<file path="src/rtl/cpu_pkg.sv">
`default_nettype none
// +------------------------------------------------------------------+
// | cpu_pkg                                                          |
// | Shared CPU field widths, opcodes and ID/EX bundle types.         |
// | Revision: 1.0                                                    |
// +------------------------------------------------------------------+
package cpu_pkg;

    localparam int OPCODE_W   = 6;
    localparam int SHAMT_W    = 5;
    localparam int FUNCT_W    = 6;
    localparam int IMM_W      = 16;
    localparam int REG_ADDR_W = 5;
    localparam int XLEN       = 32;

    localparam logic [OPCODE_W-1:0] OP_RTYPE = 6'b000000;
    localparam logic [OPCODE_W-1:0] OP_BEQ   = 6'b000100;
    localparam logic [OPCODE_W-1:0] OP_ORI   = 6'b010011;

    // Everything in a bundle except the two operands, whose width is a
    // parameter of the pipeline register rather than of the ISA.
    typedef struct packed {
        logic [OPCODE_W-1:0]   opcode;
        logic [SHAMT_W-1:0]    shamt;
        logic [FUNCT_W-1:0]    alu_control;
        logic [IMM_W-1:0]      immediate;
        logic [REG_ADDR_W-1:0] rd;
        logic                  reg_write;
    } id_ex_ctrl_t;

    typedef struct packed {
        logic [OPCODE_W-1:0]   opcode;
        logic [XLEN-1:0]       rs_content;
        logic [XLEN-1:0]       rt_content;
        logic [SHAMT_W-1:0]    shamt;
        logic [FUNCT_W-1:0]    alu_control;
        logic [IMM_W-1:0]      immediate;
        logic [REG_ADDR_W-1:0] rd;
        logic                  reg_write;
    } id_ex_bundle_t;

endpackage
`default_nettype wire

</file>
<file path="src/rtl/skid_buffer.sv">
`default_nettype none
// +------------------------------------------------------------------+
// | skid_buffer                                                      |
// | Generic 2-entry valid/ready skid buffer with registered in_ready.|
// | Revision: 1.0                                                    |
// +------------------------------------------------------------------+
module skid_buffer #(
    parameter int WIDTH = 32
) (
    input  logic             clk,
    input  logic             rst_n,
    input  logic             clr,
    input  logic             in_valid,
    output logic             in_ready,
    input  logic [WIDTH-1:0] in_data,
    output logic             out_valid,
    input  logic             out_ready,
    output logic [WIDTH-1:0] out_data
);

    logic             r_main_valid;
    logic             r_skid_valid;
    logic             r_in_ready;
    logic [WIDTH-1:0] r_main_data;
    logic [WIDTH-1:0] r_skid_data;

    logic w_xfer_in;
    logic w_xfer_out;
    logic w_main_valid_nxt;
    logic w_skid_valid_nxt;
    logic w_load_main_from_skid;
    logic w_load_main_from_in;
    logic w_load_skid;

    assign w_xfer_in  = in_valid & r_in_ready;
    assign w_xfer_out = r_main_valid & out_ready;

    // The skid is only ever filled while main is held, and in_ready is low
    // whenever the skid is occupied, so main never has two candidates.
    always_comb begin
        w_main_valid_nxt      = r_main_valid;
        w_skid_valid_nxt      = r_skid_valid;
        w_load_main_from_skid = 1'b0;
        w_load_main_from_in   = 1'b0;
        w_load_skid           = 1'b0;
        if (clr) begin
            w_main_valid_nxt = 1'b0;
            w_skid_valid_nxt = 1'b0;
        end else if (!r_main_valid || w_xfer_out) begin
            if (r_skid_valid) begin
                w_load_main_from_skid = 1'b1;
                w_main_valid_nxt      = 1'b1;
                w_skid_valid_nxt      = 1'b0;
            end else if (w_xfer_in) begin
                w_load_main_from_in = 1'b1;
                w_main_valid_nxt    = 1'b1;
            end else begin
                w_main_valid_nxt = 1'b0;
            end
        end else if (w_xfer_in) begin
            w_load_skid      = 1'b1;
            w_skid_valid_nxt = 1'b1;
        end
    end

    always_ff @(posedge clk or negedge rst_n) begin
        if (!rst_n) begin
            r_main_valid <= 1'b0;
            r_skid_valid <= 1'b0;
            r_in_ready   <= 1'b1;
            r_main_data  <= '0;
            r_skid_data  <= '0;
        end else begin
            r_main_valid <= w_main_valid_nxt;
            r_skid_valid <= w_skid_valid_nxt;
            r_in_ready   <= ~w_skid_valid_nxt;
            if (w_load_main_from_skid) begin
                r_main_data <= r_skid_data;
            end else if (w_load_main_from_in) begin
                r_main_data <= in_data;
            end
            if (w_load_skid) begin
                r_skid_data <= in_data;
            end
        end
    end

    assign in_ready  = r_in_ready;
    assign out_valid = r_main_valid;
    assign out_data  = r_main_data;

endmodule
`default_nettype wire

</file>
<file path="src/rtl/id_ex_skid_reg.sv">
`default_nettype none
// +------------------------------------------------------------------+
// | id_ex_skid_reg                                                   |
// | ID/EX pipeline register: skid buffer plus flush and stall count. |
// | Revision: 1.0                                                    |
// +------------------------------------------------------------------+
module id_ex_skid_reg
    import cpu_pkg::*;
#(
    parameter int DATA_W = 32,
    parameter int CNT_W  = 16
) (
    input  logic                  clk,
    input  logic                  rst_n,
    input  logic                  in_valid,
    output logic                  in_ready,
    input  logic [OPCODE_W-1:0]   in_opcode,
    input  logic [DATA_W-1:0]     in_rs_content,
    input  logic [DATA_W-1:0]     in_rt_content,
    input  logic [SHAMT_W-1:0]    in_shamt,
    input  logic [FUNCT_W-1:0]    in_ALU_control,
    input  logic [IMM_W-1:0]      in_immediate,
    input  logic [REG_ADDR_W-1:0] in_rd,
    input  logic                  in_reg_write,
    input  logic                  flush,
    output logic                  out_valid,
    input  logic                  out_ready,
    output logic [OPCODE_W-1:0]   out_opcode,
    output logic [DATA_W-1:0]     out_rs_content,
    output logic [DATA_W-1:0]     out_rt_content,
    output logic [SHAMT_W-1:0]    out_shamt,
    output logic [FUNCT_W-1:0]    out_ALU_control,
    output logic [IMM_W-1:0]      out_immediate,
    output logic [REG_ADDR_W-1:0] out_rd,
    output logic                  out_reg_write,
    output logic [CNT_W-1:0]      stall_count
);

    localparam int BUNDLE_W = 2 * DATA_W + $bits(id_ex_ctrl_t);

    id_ex_ctrl_t          w_in_ctrl;
    id_ex_ctrl_t          w_out_ctrl;
    logic [BUNDLE_W-1:0]  w_in_bundle;
    logic [BUNDLE_W-1:0]  w_out_bundle;
    logic [DATA_W-1:0]    w_out_rs;
    logic [DATA_W-1:0]    w_out_rt;
    logic                 w_out_valid;
    logic [CNT_W-1:0]     r_stall_count;

    always_comb begin
        w_in_ctrl             = '0;
        w_in_ctrl.opcode      = in_opcode;
        w_in_ctrl.shamt       = in_shamt;
        w_in_ctrl.alu_control = in_ALU_control;
        w_in_ctrl.immediate   = in_immediate;
        w_in_ctrl.rd          = in_rd;
        w_in_ctrl.reg_write   = in_reg_write;
    end

    assign w_in_bundle = {in_rs_content, in_rt_content, w_in_ctrl};

    skid_buffer #(
        .WIDTH (BUNDLE_W)
    ) u_skid (
        .clk       (clk),
        .rst_n     (rst_n),
        .clr       (flush),
        .in_valid  (in_valid),
        .in_ready  (in_ready),
        .in_data   (w_in_bundle),
        .out_valid (w_out_valid),
        .out_ready (out_ready),
        .out_data  (w_out_bundle)
    );

    assign {w_out_rs, w_out_rt, w_out_ctrl} = w_out_bundle;

    assign out_valid       = w_out_valid;
    assign out_opcode      = w_out_ctrl.opcode;
    assign out_rs_content  = w_out_rs;
    assign out_rt_content  = w_out_rt;
    assign out_shamt       = w_out_ctrl.shamt;
    assign out_ALU_control = w_out_ctrl.alu_control;
    assign out_immediate   = w_out_ctrl.immediate;
    assign out_rd          = w_out_ctrl.rd;
    assign out_reg_write   = w_out_ctrl.reg_write;

    // A flush cycle is not a stall even if the ALU was refusing the bundle.
    always_ff @(posedge clk or negedge rst_n) begin
        if (!rst_n) begin
            r_stall_count <= '0;
        end else if (w_out_valid && !out_ready && !flush && !(&r_stall_count)) begin
            r_stall_count <= r_stall_count + CNT_W'(1);
        end
    end

    assign stall_count = r_stall_count;

endmodule
`default_nettype wire

</file>
<file path="config.mk">
export PLATFORM = sky130hd
export DESIGN_NAME = id_ex_skid_reg
export DESIGN_NICKNAME = d
export VERILOG_FILES = /design/src/rtl/cpu_pkg.sv /design/src/rtl/skid_buffer.sv /design/src/rtl/id_ex_skid_reg.sv
export SDC_FILE = /design/constraint.sdc
export NUM_CORES = 1
export LEC_CHECK = 0
export BUFFER_PORTS_ARGS = -buffer_cell sky130_fd_sc_hd__buf_4
export CORE_ASPECT_RATIO = 1.5
export CORE_MARGIN = 3
export CORE_UTILIZATION = 50
export DETAILED_ROUTE_END_ITERATION = 16
export PLACE_DENSITY = 0.83
export SKIP_CTS_REPAIR_TIMING = 1
export SYNTH_ARGS = -nofsm -noshare
export SYNTH_HDL_FRONTEND = slang
export SYNTH_SLANG_ARGS = --single-unit
</file>
<file path="constraint.sdc">
create_clock -name clk -period 4.1 [get_ports clk]
set_input_delay 0.82 -clock clk [delete_from_list [all_inputs] [get_ports clk]]
set_output_delay 0.82 -clock clk [all_outputs]
set_load 0.02 [all_outputs]
</file>
==> flow_summary.toml <==
[timing]
min_period_ps = 2346
rsz0062_at_grt = "false"
worstMarginPinSlew_ps = 764.0
min_period_over_period_pct = 57.23
fmax_mhz = 426.2
finClkSkew_ps = 14.60
hold_viol_final = 0
maxSlewViolCount = 0
setup_tns_ps = 0
fin_ws_ps = 1754
setup_viol = 0
maxSlewHeadroom_pct = 48.60
holdWs_ps = 350.2

[clocking]
cts_buffer_depth = 3
clock-sinks = 225
path_clk_slew_ps = 60
numCtsBuffers = 21
clock-root-buffer = "clkbuf_16"
clk_latency_ps = 490
cts_max_level = 1
cts_tree = "built"

[global_route]
grtUsageMet2_pct = 36.30
grt_pass1_vias = 6968
busiest_layer = "met2"
grt_max_degree = 163
grt_overflow = 0
use_met3_pct = 4.496
antenna_found_initial = 3
gr-usage-met1_pct = 24.35
grt_pass1_wl_mm = 35.74
grt.total_usage_pct = 20.48

[finish]
nNetsFinal = 1074
area_delta_synth_final_pct = 25.48
antenna_cells = 0
drive_gt1_share_pct = 38.73

[yosys]
synthTopCellsByArea = "dfrtp_1 57%, mux2_4 11%, mux2i_1 11%, a21oi_1 5.5%, nor2_1 4.1%"
yosysSeqAreaShare_pct = 57.38
synth_async_sr_flop_share_pct = 100.0
synth_area_leader_cell = "dfrtp_1"
synth_cells = 751
post_synth_num_cell_types = 36
syn_avg_cell_area_um2 = 13.07
syn-num-nets = 860
synth_area_um2 = 9814
yosys_most_used_dff = "dfrtp_1"
synth_warnings = 0
ys_ff_latch = 225
synth_top_area_share_pct = 57.11
synth-edff-count = 0

[setup_path]
r2r-end = "u_skid.r_skid_data[1]"
rr_startpoint = "u_skid.out_valid"
slowest_delay_ps = 650
r2r_slack_ps = 1790
required_ps = 4460
cp-end-kind = "flop"
cp_max_fo = 43
crit_start = "out_ready"
start_kind = "input port"
worstSetupPathType = "input port to flop"
path_buf_inv = 2
critPathTopFamily = "simple AND/OR/NAND/NOR gates"
worst_path_max_delay_cell = "and3_4"
reg2regPathDepth = 4
crit_chain = "buf_4 -> nor3b_4 -> and3_4 -> buf_12 -> mux2_2"
arrival_ps = 2710

[routing]
wl_per_cell_um = 18.18
drtIter0Drc = 361
vias = 6643
viasPerCell = 5.392
drc_errors = 0
finalWirelength_mm = 22.40
first_pass_iters = 6
ant_nets = 0

[run]
maxCapViolations = 0

[placed_design]
pre_cts_slack_ps = 1259
place_congestion = 0.7943
dp_hpwl_mm = 14.91
port_buffers = 228

[pwr]
p_sw_mw = 1.784
p_leak_nw = 6.319
peakVddDrop_mv = 0.3754
clkPwrFrac_pct = 31.0
power_frac_comb_pct = 22.3
p_int_mw = 4.599
sequentialPowerShare_pct = 46.7
power_switching_share_pct = 27.95
p_per_area_nw_per_um2 = 518.2

[floorplanning]
die_w_um = 120.4
dieArea_um2 = 21380
num_rows = 62
die_h_um = 177.6
core_um2 = 19240
io_pins = 229
start_util_pct = 51.01

[worst_hold_path]
hold_class = "input port to asynchronous set/reset pin"

[run_status]
status = "finished, final reports clean"
## how the worst max path moves through the flow
stage / to / cells after the start
after floorplan: u_skid.r_skid_data[14] / 6
after global placement: u_skid.r_skid_data[84] / 5
after detailed placement: u_skid.r_skid_data[90] / 5
after CTS: u_skid.r_skid_data[1] / 5
after global routing: u_skid.r_skid_data[88] / 4
final: u_skid.r_skid_data[1] / 5
## flip-flops by register name (all words and copies together) (netlist names)
signal / flops
u_skid.in_ready: 1
u_skid.out_valid: 1
u_skid.out_data: 103
u_skid.r_skid_valid: 1
stall_count: 16
u_skid.r_skid_data: 103
## cell usage in the layout, fill, tap and decap left out, drive strengths merged
master and n:
mux2i 103, ha 1, a41oi 1, nand4bb 1
a31oi 3, inv 4, nand4 4, nor4b 1
nor3b 2, and2 1, nand2 5, nand3b 1
nor2 108, nor2b 1, mux2 105, a311oi 1
bufinv 3, dfstp 1, and3 6, xnor2 1
dfrtp 224, nor4 3, buf 236, clkbuf 25
nor3 4, o2111ai 1, xor2 9, o21ai 1
nand3 5, o21a 1, nand2b 3, clkinv 4
a21oi 107
## power groups by stage
stage                     Combinational, mW  Sequential, mW  Clock, mW
after floorplan                       0.620            3.18          0
after global placement                 1.39            2.99          0
after detailed placement               1.44            3.01          0
after CTS                              1.44            2.98       2.03
after global routing                   1.54            3.03       2.11
final                                  1.42            2.98       1.98
## area by class of cell
cell class	count	area (um2)
clock buffers	25	560.5
clock inverters	9	127.6
inverters	2	7.507
well taps	256	320.3
fillers	1482	6923
repair buffers	236	1842
flip-flops and latches	225	5632
multi-input cells	479	3826
## through the flow
step           total power, mW  std cells  utilization, %  cell area, um2
2_1_floorplan            3.798        751               -            9814
3_3_place_gp             4.376       1198           60.44           11630
3_5_place_dp             4.442       1198           60.44           11630
4_1_cts                  6.445       1232           64.02           12320
5_1_grt                  6.683       1232           64.02           12320
6_report                 6.382       1232           64.02           12320
## routing by layer
metal	wire length, um	vias up
met5	40	-
met4	822	6
met3	1400	63
met2	11560	212
met1	8577	3296
li1	-	3066
## cell usage after synthesis, types with 2 or more instances
library cell,instances
nor2_1,108
buf_12,8
nor4_1,3
nor3_2,2
xor2_1,9
and3_1,6
nand4_1,4
a31oi_1,3
buf_4,9
mux2_2,35
nor3_1,2
clkbuf_1,6
dfrtp_1,224
mux2i_1,103
a21oi_1,107
nand2b_1,3
inv_1,2
nand2_1,5
mux2_4,70
nand3_1,5
buf_2,22
## logic make-up after synthesis
family / after synthesis / synth area share [%]
compound gates: 115 / 6.043
xor+xnor: 10 / 0.8925
fa+ha+maj: 1 / 0.1275
buf+inv: 47 / 3.748
flops: 225 / 57.38
mux: 208 / 25.23
simple gates: 145 / 6.578
Power figures use the tool's default switching activity.
